$ cat config.mk
export PLATFORM = sky130hd
export DESIGN_NAME = uart_ext_of_verifla
export DESIGN_NICKNAME = d
export VERILOG_FILES = /design/src/rtl/uart_ext_of_verifla_pkg.sv /design/src/rtl/baud_tick_of_verifla.sv /design/src/rtl/uart_ext_of_verifla.sv
export SDC_FILE = /design/constraint.sdc
export NUM_CORES = 1
export LEC_CHECK = 0
export ABC_AREA = 1
export CAP_MARGIN = 40
export CORE_MARGIN = 3
export CORE_UTILIZATION = 51
export DETAILED_ROUTE_END_ITERATION = 16
export GPL_TIMING_DRIVEN = 0
export PLACE_DENSITY = 0.77
export SETUP_SLACK_MARGIN = 0.4
export SLEW_MARGIN = 20
export SYNTH_ARGS = -nofsm -noshare
export SYNTH_HDL_FRONTEND = slang
export SYNTH_SLANG_ARGS = --single-unit
$ cat constraint.sdc
create_clock -name clk_i -period 1.8 [get_ports clk_i]
set_clock_uncertainty 0.15 [all_clocks]
set_input_delay 0.36 -clock clk_i [delete_from_list [all_inputs] [get_ports clk_i]]
set_output_delay 0.36 -clock clk_i [all_outputs]
set_load 0.01 [all_outputs]
$ cat src/rtl/uart_ext_of_verifla_pkg.sv
// Shared constants and FSM encodings for the logic-analyser host UART.
package uart_ext_of_verifla_pkg;

    localparam int OVERSAMPLE = 16;

    localparam int PAR_NONE = 0;
    localparam int PAR_ODD  = 1;
    localparam int PAR_EVEN = 2;

    typedef enum logic [2:0] {
        TX_IDLE,
        TX_START,
        TX_DATA,
        TX_PARITY,
        TX_STOP
    } tx_state_t;

    typedef enum logic [2:0] {
        RX_IDLE,
        RX_START,
        RX_DATA,
        RX_PARITY,
        RX_STOP
    } rx_state_t;

endpackage

$ cat src/rtl/baud_tick_of_verifla.sv
// Free-running divider producing a one-cycle pulse every CLK_DIV system clocks.
module baud_tick_of_verifla #(
    parameter int CLK_DIV = 27
) (
    input  logic clk_i,
    input  logic rst_i,
    output logic tick_o
);

    localparam int CW = (CLK_DIV > 2) ? $clog2(CLK_DIV) : 1;
    localparam logic [CW-1:0] LAST = CW'(CLK_DIV - 1);

    logic [CW-1:0] r_cnt;

    always_ff @(posedge clk_i or posedge rst_i) begin
        if (rst_i) begin
            r_cnt <= '0;
        end else if (r_cnt == LAST) begin
            r_cnt <= '0;
        end else begin
            r_cnt <= r_cnt + 1'b1;
        end
    end

    assign tick_o = (r_cnt == LAST);

endmodule

$ cat src/rtl/uart_ext_of_verifla.sv
// UART with 16x-oversampling receiver, configurable framing, held receive word
// and framing/parity/overrun flags.
module uart_ext_of_verifla
    import uart_ext_of_verifla_pkg::*;
#(
    parameter int CLK_DIV   = 27,
    parameter int DATA_BITS = 8,
    parameter int PARITY    = 0,
    parameter int STOP_BITS = 1
) (
    input  logic                 clk_i,
    input  logic                 rst_i,
    output logic                 baud_tick_o,
    output logic                 txd_o,
    input  logic [DATA_BITS-1:0] tx_data_i,
    input  logic                 tx_wen_i,
    output logic                 tx_ready_o,
    input  logic                 rxd_i,
    output logic [DATA_BITS-1:0] rx_data_o,
    output logic                 rx_rdy_o,
    input  logic                 rx_ack_i,
    output logic                 rx_frame_err_o,
    output logic                 rx_parity_err_o,
    output logic                 rx_overrun_o
);

    localparam int BW = $clog2(DATA_BITS);
    localparam logic [3:0]    SUB_LAST  = 4'(OVERSAMPLE - 1);
    localparam logic [3:0]    SUB_MID   = 4'(OVERSAMPLE / 2 - 1);
    localparam logic [BW-1:0] BIT_LAST  = BW'(DATA_BITS - 1);
    localparam logic          PAR_EN    = (PARITY != PAR_NONE);
    localparam logic          PAR_INV   = (PARITY == PAR_ODD);
    localparam logic          STOP_LAST = (STOP_BITS == 2);

    logic w_tick;

    baud_tick_of_verifla #(.CLK_DIV(CLK_DIV)) u_tick (
        .clk_i  (clk_i),
        .rst_i  (rst_i),
        .tick_o (w_tick)
    );

    // ---------------- transmitter ----------------
    tx_state_t            r_tx_state, w_tx_state;
    logic [3:0]           r_tx_sub, w_tx_sub;
    logic [BW-1:0]        r_tx_bit, w_tx_bit;
    logic [DATA_BITS-1:0] r_tx_shift, w_tx_shift;
    logic                 r_tx_par, w_tx_par;
    logic                 r_tx_stop, w_tx_stop;
    logic                 r_txd, w_txd;
    logic                 r_tx_ready, w_tx_ready;
    logic                 w_tx_last;

    assign w_tx_last = w_tick && (r_tx_sub == SUB_LAST);

    always_ff @(posedge clk_i or posedge rst_i) begin
        if (rst_i) begin
            r_tx_state <= TX_IDLE;
            r_tx_sub   <= '0;
            r_tx_bit   <= '0;
            r_tx_shift <= '0;
            r_tx_par   <= 1'b0;
            r_tx_stop  <= 1'b0;
            r_txd      <= 1'b1;
            r_tx_ready <= 1'b1;
        end else begin
            r_tx_state <= w_tx_state;
            r_tx_sub   <= w_tx_sub;
            r_tx_bit   <= w_tx_bit;
            r_tx_shift <= w_tx_shift;
            r_tx_par   <= w_tx_par;
            r_tx_stop  <= w_tx_stop;
            r_txd      <= w_txd;
            r_tx_ready <= w_tx_ready;
        end
    end

    always_comb begin
        w_tx_state = r_tx_state;
        w_tx_sub   = r_tx_sub;
        w_tx_bit   = r_tx_bit;
        w_tx_shift = r_tx_shift;
        w_tx_par   = r_tx_par;
        w_tx_stop  = r_tx_stop;
        w_txd      = r_txd;
        w_tx_ready = r_tx_ready;
        if (r_tx_state != TX_IDLE && w_tick) begin
            w_tx_sub = r_tx_sub + 1'b1;
        end
        case (r_tx_state)
            TX_IDLE: begin
                if (tx_wen_i) begin
                    w_tx_state = TX_START;
                    w_tx_shift = tx_data_i;
                    w_tx_par   = (^tx_data_i) ^ PAR_INV;
                    w_tx_sub   = '0;
                    w_tx_bit   = '0;
                    w_tx_stop  = 1'b0;
                    w_txd      = 1'b0;
                    w_tx_ready = 1'b0;
                end
            end
            TX_START: begin
                if (w_tx_last) begin
                    w_tx_state = TX_DATA;
                    w_txd      = r_tx_shift[0];
                end
            end
            TX_DATA: begin
                if (w_tx_last) begin
                    if (r_tx_bit == BIT_LAST) begin
                        w_tx_state = PAR_EN ? TX_PARITY : TX_STOP;
                        w_txd      = PAR_EN ? r_tx_par : 1'b1;
                    end else begin
                        w_tx_bit   = r_tx_bit + 1'b1;
                        w_tx_shift = r_tx_shift >> 1;
                        w_txd      = r_tx_shift[1];
                    end
                end
            end
            TX_PARITY: begin
                if (w_tx_last) begin
                    w_tx_state = TX_STOP;
                    w_txd      = 1'b1;
                end
            end
            TX_STOP: begin
                if (w_tx_last) begin
                    if (r_tx_stop == STOP_LAST) begin
                        w_tx_state = TX_IDLE;
                        w_tx_ready = 1'b1;
                    end else begin
                        w_tx_stop = 1'b1;
                    end
                end
            end
            default: w_tx_state = TX_IDLE;
        endcase
    end

    // ---------------- receiver ----------------
    logic                 r_rxd_meta, r_rxd_sync;
    rx_state_t            r_rx_state, w_rx_state;
    logic [3:0]           r_rx_sub, w_rx_sub;
    logic [BW-1:0]        r_rx_bit, w_rx_bit;
    logic [DATA_BITS-1:0] r_rx_shift, w_rx_shift;
    logic                 r_rx_parbit, w_rx_parbit;
    logic                 r_rx_armed, w_rx_armed;
    logic [DATA_BITS-1:0] r_rx_data, w_rx_data;
    logic                 r_rx_rdy, w_rx_rdy;
    logic                 r_rx_ferr, w_rx_ferr;
    logic                 r_rx_perr, w_rx_perr;
    logic                 r_rx_ovr, w_rx_ovr;
    logic                 w_rx_mid;

    assign w_rx_mid = w_tick && (r_rx_sub == SUB_MID);

    always_ff @(posedge clk_i or posedge rst_i) begin
        if (rst_i) begin
            r_rxd_meta  <= 1'b1;
            r_rxd_sync  <= 1'b1;
            r_rx_state  <= RX_IDLE;
            r_rx_sub    <= '0;
            r_rx_bit    <= '0;
            r_rx_shift  <= '0;
            r_rx_parbit <= 1'b0;
            r_rx_armed  <= 1'b1;
            r_rx_data   <= '0;
            r_rx_rdy    <= 1'b0;
            r_rx_ferr   <= 1'b0;
            r_rx_perr   <= 1'b0;
            r_rx_ovr    <= 1'b0;
        end else begin
            r_rxd_meta  <= rxd_i;
            r_rxd_sync  <= r_rxd_meta;
            r_rx_state  <= w_rx_state;
            r_rx_sub    <= w_rx_sub;
            r_rx_bit    <= w_rx_bit;
            r_rx_shift  <= w_rx_shift;
            r_rx_parbit <= w_rx_parbit;
            r_rx_armed  <= w_rx_armed;
            r_rx_data   <= w_rx_data;
            r_rx_rdy    <= w_rx_rdy;
            r_rx_ferr   <= w_rx_ferr;
            r_rx_perr   <= w_rx_perr;
            r_rx_ovr    <= w_rx_ovr;
        end
    end

    always_comb begin
        w_rx_state  = r_rx_state;
        w_rx_sub    = r_rx_sub;
        w_rx_bit    = r_rx_bit;
        w_rx_shift  = r_rx_shift;
        w_rx_parbit = r_rx_parbit;
        w_rx_armed  = r_rx_armed;
        w_rx_data   = r_rx_data;
        w_rx_rdy    = r_rx_rdy;
        w_rx_ferr   = r_rx_ferr;
        w_rx_perr   = r_rx_perr;
        w_rx_ovr    = r_rx_ovr;
        if (rx_ack_i) begin
            w_rx_rdy  = 1'b0;
            w_rx_ferr = 1'b0;
            w_rx_perr = 1'b0;
            w_rx_ovr  = 1'b0;
        end
        if (r_rx_state != RX_IDLE && w_tick) begin
            w_rx_sub = r_rx_sub + 1'b1;
        end
        case (r_rx_state)
            RX_IDLE: begin
                // After a bad stop bit the line must be seen high before re-arming.
                if (w_tick) begin
                    if (!r_rx_armed) begin
                        w_rx_armed = r_rxd_sync;
                    end else if (!r_rxd_sync) begin
                        w_rx_state = RX_START;
                        w_rx_sub   = '0;
                        w_rx_bit   = '0;
                    end
                end
            end
            RX_START: begin
                if (w_rx_mid) begin
                    w_rx_state = r_rxd_sync ? RX_IDLE : RX_DATA;
                end
            end
            RX_DATA: begin
                if (w_rx_mid) begin
                    w_rx_shift = {r_rxd_sync, r_rx_shift[DATA_BITS-1:1]};
                    if (r_rx_bit == BIT_LAST) begin
                        w_rx_state = PAR_EN ? RX_PARITY : RX_STOP;
                    end else begin
                        w_rx_bit = r_rx_bit + 1'b1;
                    end
                end
            end
            RX_PARITY: begin
                if (w_rx_mid) begin
                    w_rx_parbit = r_rxd_sync;
                    w_rx_state  = RX_STOP;
                end
            end
            RX_STOP: begin
                if (w_rx_mid) begin
                    w_rx_state = RX_IDLE;
                    w_rx_armed = r_rxd_sync;
                    if (!r_rx_rdy || rx_ack_i) begin
                        w_rx_data = r_rx_shift;
                        w_rx_rdy  = 1'b1;
                        w_rx_ferr = !r_rxd_sync;
                        w_rx_perr = PAR_EN && ((^r_rx_shift) ^ r_rx_parbit ^ PAR_INV);
                    end else begin
                        w_rx_ovr = 1'b1;
                    end
                end
            end
            default: w_rx_state = RX_IDLE;
        endcase
    end

    assign baud_tick_o     = w_tick;
    assign txd_o           = r_txd;
    assign tx_ready_o      = r_tx_ready;
    assign rx_data_o       = r_rx_data;
    assign rx_rdy_o        = r_rx_rdy;
    assign rx_frame_err_o  = r_rx_ferr;
    assign rx_parity_err_o = r_rx_perr;
    assign rx_overrun_o    = r_rx_ovr;

endmodule

==> impl_metrics.csv, run 1 <==
group,metric,value,unit
clock_network,clock-root-buffer,"clkbuf_8",
synthesis,ys_warn_count,0,
floorplanning,num_io_pins,28,
synthesis,synth.avg_cell_area,8.53,um^2
cells_and_area,layout.nets,443,
synthesis,netlist_instances,345,
routing,drt-total-wl,6990,um
placement,gp_congestion,0.861,
sta,setup_viol,0,
sta,tightestPinTransition,0.620,ns
sta,finalCriticalPeriod,1.79,ns
synthesis,seq_area_frac_synth,0.495,
hold_path,min_from,"r_rxd_meta",
clock_network,hold_buffers,0,
floorplanning,core,5540,um^2
clock_network,clk_latency,0.35,ns
floorplanning,fp.dieH,82.0,um
sta,fmax,0.558,GHz
sta,timing.final.crit_share,0.996,
critical_path,r2r-start,"u_tick.r_cnt[0]",
pwr,ir_drop,0.435,mV
sta,timing.hold.ws,0.210,ns
synthesis,synth_nets,366,
routing,ant_nets,0,
critical_path,cp_max_fo,2,
clock_network,cts_buffers,9,
critical_path,worstPathArrival,1.28,ns
critical_path,critPathLaunch,"u_tick.r_cnt[0]",
pwr,leakagePower,2.20,nW
critical_path,crit_family,"flip-flops",
routing,post_drt_wl_per_cell,14.0,um
cells_and_area,final_cell_area,4300,um^2
grt,grt_max_degree,32,
sta,drv_slew,0,
job,cap_violations,0,
critical_path,worst_path_largest_cell_delay,0.38,ns
placement,dp_hpwl,3800,um
synthesis,async_flop_share,1.00,
floorplanning,start_util,0.531,
routing,first_iter_violations,126,
critical_path,start_kind,"register",
clock_network,cts_buffer_depth,2,
synthesis,ys_ff_latch,58,
clock_network,clk_pin_slew_worst_paths,0.07,ns
cells_and_area,diodes,0,
pwr,p_per_area,611,nW/um^2
sta,rsz0062_at_grt,"true",
grt,grt_pass1_wl,9820,um
critical_path,path_buf_inv,2,
cells_and_area,syn_to_final_growth,46.2,%
critical_path,cp.required,1.29,ns
floorplanning,num_rows,27,
sta,finalHoldViolations,0,
critical_path,rrSetupSlack,0.007,ns
critical_path,crit_type,"register to primary output",
placement,dp_slack,-0.196,ns
clock_network,clock_sinks,58,
placement,postPlaceCellArea,3370,um^2
critical_path,end_kind,"primary output",
floorplanning,dieArea,6720,um^2
routing,route.detailed.drc,0,
grt,track_usage,0.192,
routing,dr.pass1.iters,5,
pwr,power,0.00263,W
sta,relSlewSlack,0.586,
critical_path,crit_chain,"inv_1 -> ha_2 -> nand2_4 -> nor2_8 -> buf_6",
floorplanning,die_x,82.0,um
grt,grt_pass1_vias,2294,
grt,overflow,0,
synthesis,synth_ff_type,"dfrtp_1",
synthesis,synth_area,2940,um^2
synthesis,synthDistinctLibCells,32,
routing,vias,2579,
synthesis,synth_edf_count,0,
sta,postLayoutSetupSlackWorst,0.00679,ns
critical_path,crit_slowest_cell,"dfrtp_1",
placement,port_buffers,27,
cells_and_area,drive_above_1_share,0.410,
grt,antenna_found_initial,0,
routing,vias_per_cell,5.17,
clock_network,cts_tree,"built",
hold_path,hold_path_class,"register to register",
clock_network,htreeDepth,3,
status,status,"complete, no violations",
==> logic make-up after synthesis <==
| logic type | after synthesis | share of synthesized area |
|---|---|---|
| xor gates and xnor gates | 2 | 0.00595 |
| AOI/OAI and AO/OA | 51 | 0.0999 |
| DFF | 58 | 0.495 |
| buffers and inverters | 54 | 0.0795 |
| adders and majority gates | 8 | 0.0340 |
| and+or+nand+nor | 172 | 0.286 |
==> power breakdown <==
group	internal (W)	switching [W]	total (W)
combinational	0.0000337	0.0000408	0.0000745
clock	0.000707	0.000537	0.00124
sequential	0.00131	0.00000349	0.00131
total	0.00205	0.000581	0.00263
==> flip-flops by register name (all words and copies together) (netlist names), 3 cells and up <==
name,count
r_tx_state,3
rx_data_o,8
r_rx_bit,3
r_rx_state,3
r_rx_shift,8
u_tick.r_cnt,5
r_tx_shift,8
r_tx_bit,3
r_rx_sub,4
r_tx_sub,4
==> layout make-up <==
class | instances | area (um^2)
clock buffer | 11 | 151
inverter | 50 | 213
buffer | 4 | 50.0
multi-input combinational | 235 | 1650
tap | 72 | 90.1
fill | 355 | 1240
sequential | 58 | 1460
timing repair buffer | 64 | 642
clock inverter | 5 | 52.6
==> layout by cell type (no fill, tap or decap), drive strengths merged <==
master and n:
a21boi 1, a21oi 5, a22oi 1, a31oi 1, and3 1, buf 54, bufinv 1, clkbuf 13
clkdlybuf4s50 12, clkinv 5, clkinvlp 2, dfrtp 53, dfstp 5, ha 8, inv 47, nand2 113
nand3 21, nand4 10, nor2 26, nor3 3, o211ai 1, o21ai 42, xnor2 1, xor2 1
==> through the flow <==
stage          std cells   util  setup TNS (ns)
6_report             499  0.777               0
5_1_grt              499  0.777           -1.47
4_1_cts              478  0.674               0
3_5_place_dp         445  0.609           -1.65
3_3_place_gp         444  0.605           -7.62
2_1_floorplan        345      -               0
==> path summary, 6_finish.rpt <==
check	cells past startpoint	to
worst max-delay path	5	baud_tick_o
worst min-delay path	0	r_rxd_sync
worst max register to register	11	rx_data_o[5]
worst min register to register	0	r_rxd_sync
max in group asynchronous	3	r_rx_armed
min in group asynchronous	2	r_tx_bit[1]
==> per-layer routing <==
layer / vias up / GRT usage / wire length (um)
met5: - / 0 / 0
met4: 0 / 0.0997 / 155
met3: 16 / 0.0362 / 303
met2: 60 / 0.334 / 3670
met1: 1226 / 0.224 / 2870
li1: 1277 / - / -
==> timing repair <==
item,CTS,global route
pin swaps,19,29
gates cloned,2,2
setup buffers,15,19
setup endpoints to repair,66,57
resized for setup,87,88
==> worst register-to-register path, delay by kind of cell (launching register included) <==
family                     cells  cell delay (ns)
AOI/OAI and AO/OA              1             0.15
adders and majority gates      1             0.18
DFF                            1             0.38
and+or+nand+nor                5             0.42
buffers and inverters          4             0.40
==> synth_stat cells, types with 3 or more instances <==
library cell  number  area (um^2)
nand2_1           99          372
dfrtp_1           53         1330
inv_1             41          154
o21ai_0           26          130
nor2_1            21         78.8
nand3_1           20          100
nand4_1           10         62.6
ha_1               8          100
o21ai_1            8         40.0
o21ai_2            8         70.1
inv_2              7         26.3
nand2_2            6         37.5
nand2_4            6         67.6
a21oi_1            5         25.0
dfstp_2            5          131
nor2_8             3         60.1
nor3_1             3         15.0
Note: power is estimated with default switching activity, not from simulation.
==> run 2, diff against run 1 <==
--- a/config.mk
+++ b/config.mk
@@ -10,7 +10,7 @@
 export CORE_MARGIN = 3
 export CORE_UTILIZATION = 51
 export DETAILED_ROUTE_END_ITERATION = 16
-export GPL_TIMING_DRIVEN = 0
+export GPL_TIMING_DRIVEN = 1
 export PLACE_DENSITY = 0.77
 export SETUP_SLACK_MARGIN = 0.4
 export SLEW_MARGIN = 20
==> impl_metrics.csv, run 2 (same netlist as run 1, synthesis figures left out) <==
group,metric,value,unit
routing,dr.pass1.iters,4,
grt,grt_max_degree,19,
clock_network,clk_pin_slew_worst_paths,0.07,ns
sta,finalCriticalPeriod,1.74,ns
pwr,leakagePower,2.01,nW
floorplanning,num_rows,27,
routing,post_drt_wl_per_cell,12.0,um
sta,setup_viol,0,
routing,vias,2366,
floorplanning,num_io_pins,28,
status,status,"complete, no violations",
floorplanning,core,5540,um^2
cells_and_area,final_common_cell,"nand2_1",
grt,grt_busiest_layer,"met2",
sta,timing.final.crit_share,0.965,
critical_path,cp_max_fo,2,
cells_and_area,final_cell_mix,"nand2_1, dfrtp_1, inv_1",
critical_path,end_kind,"primary output",
routing,route.detailed.drc,0,
clock_network,htreeDepth,3,
grt,track_usage,0.195,
placement,port_buffers,27,
clock_network,clock_sinks,58,
routing,first_iter_violations,93,
sta,timing.hold.ws,0.208,ns
grt,grt_pass1_vias,2310,
grt,grt_pass1_wl,10000,um
clock_network,cts_buffer_depth,2,
critical_path,crit_type,"register to primary output",
critical_path,start_kind,"register",
routing,drt-total-wl,5700,um
grt,overflow,0,
routing,vias_per_cell,4.99,
grt,met1_usage,0.245,
hold_path,hold_path_class,"input port to async pin",
placement,gp_congestion,0.852,
critical_path,cp.required,1.29,ns
grt,antenna_found_initial,0,
grt,use_met3,0.0515,
cells_and_area,layout.nets,418,
sta,drv_slew,0,
sta,rsz0062_at_grt,"true",
placement,dp_hpwl,4020,um
pwr,ir_drop,0.512,mV
cells_and_area,fin_util,0.679,
sta,tightestPinTransition,0.385,ns
pwr,p_per_area,774,nW/um^2
clock_network,cts_tree,"built",
job,cap_violations,0,
cells_and_area,syn_to_final_growth,27.8,%
clock_network,clk_latency,0.33,ns
grt,use_met2,0.322,
floorplanning,die_x,82.0,um
clock_network,cts_buffers,9,
cells_and_area,diodes,0,
floorplanning,dieArea,6720,um^2
clock_network,clock-root-buffer,"clkbuf_8",
sta,fmax,0.576,GHz
sta,finalHoldViolations,0,
cells_and_area,drive_above_1_share,0.271,
sta,relSlewSlack,0.743,
critical_path,worstPathArrival,1.23,ns
floorplanning,start_util,0.531,
sta,fin_setup_tns,0,ns
routing,ant_nets,0,
floorplanning,fp.dieH,82.0,um
run 2: changes by cell type in the layout (fill, tap and decap cells not counted), moves of 6 or more:
cell and change:
o21ai_1 +11, o21ai_2 -13, nand3_2 -8, nand2_8 -6, buf_4 -10, nand3_1 +10, nand2_1 +10
run 2: through the flow:
step	worst slack, ns	total power, W	cell area, um^2	cells
floorplan	0.175	0.00137	2990	345
global placement	0.0241	0.00142	3410	451
detailed placement	-0.00992	0.00142	3410	451
CTS	0.0423	0.00294	3700	473
global route	-0.0197	0.00301	3760	474
finish	0.0632	0.00291	3760	474
run 2: cell type report:
cell class | count | area [um^2]
inverter | 50 | 211
timing repair buffer | 43 | 383
clock inverter | 4 | 97.6
fill | 440 | 1780
tap | 72 | 90.1
clock buffer | 12 | 155
sequential | 58 | 1460
multi-input combinational | 235 | 1370
run 2: power by group:
group	leakage, nW	switching, W	total, W	internal (W)
Sequential	0.721	0.00000249	0.00131	0.00131
Clock	0.123	0.000523	0.00152	0.000996
Combinational	1.17	0.0000399	0.0000795	0.0000396
run 2: what timing repair did:
item	4_1_cts	5_1_grt
resized for setup	72	23
setup buffers	4	1
cloned	2	0
hold buffers	0	0
setup endpoints to repair	66	57
pin swaps	3	2
run 2: per-layer routing:
metal / vias up / wire length, um
li1: 1216 / -
met1: 1089 / 2640
met2: 55 / 2750
met3: 6 / 248
met4: 0 / 57
met5: - / 0
run 2: final timing paths:
kind                                 start            end  slack (ns)  depth (start not counted)
max reg2reg                u_tick.r_cnt[0]   rx_data_o[0]        0.12                         10
min                                  rst_i  r_rx_shift[2]        0.21                          2
min reg2reg                     r_rxd_meta     r_rxd_sync        0.21                          0
max                        u_tick.r_cnt[0]    baud_tick_o        0.06                          5
max in group asynchronous            rst_i  r_rx_state[0]        0.79                          3
min in group clk_i              r_rxd_meta     r_rxd_sync        0.21                          0
run 2: worst max-delay path, cell delays in order, from the launching register on:
cell and delay, ns:
dfrtp_1 0.39, inv_1 0.06, ha_2 0.18, nand2_4 0.07
nor2_8 0.09, buf_6 0.10
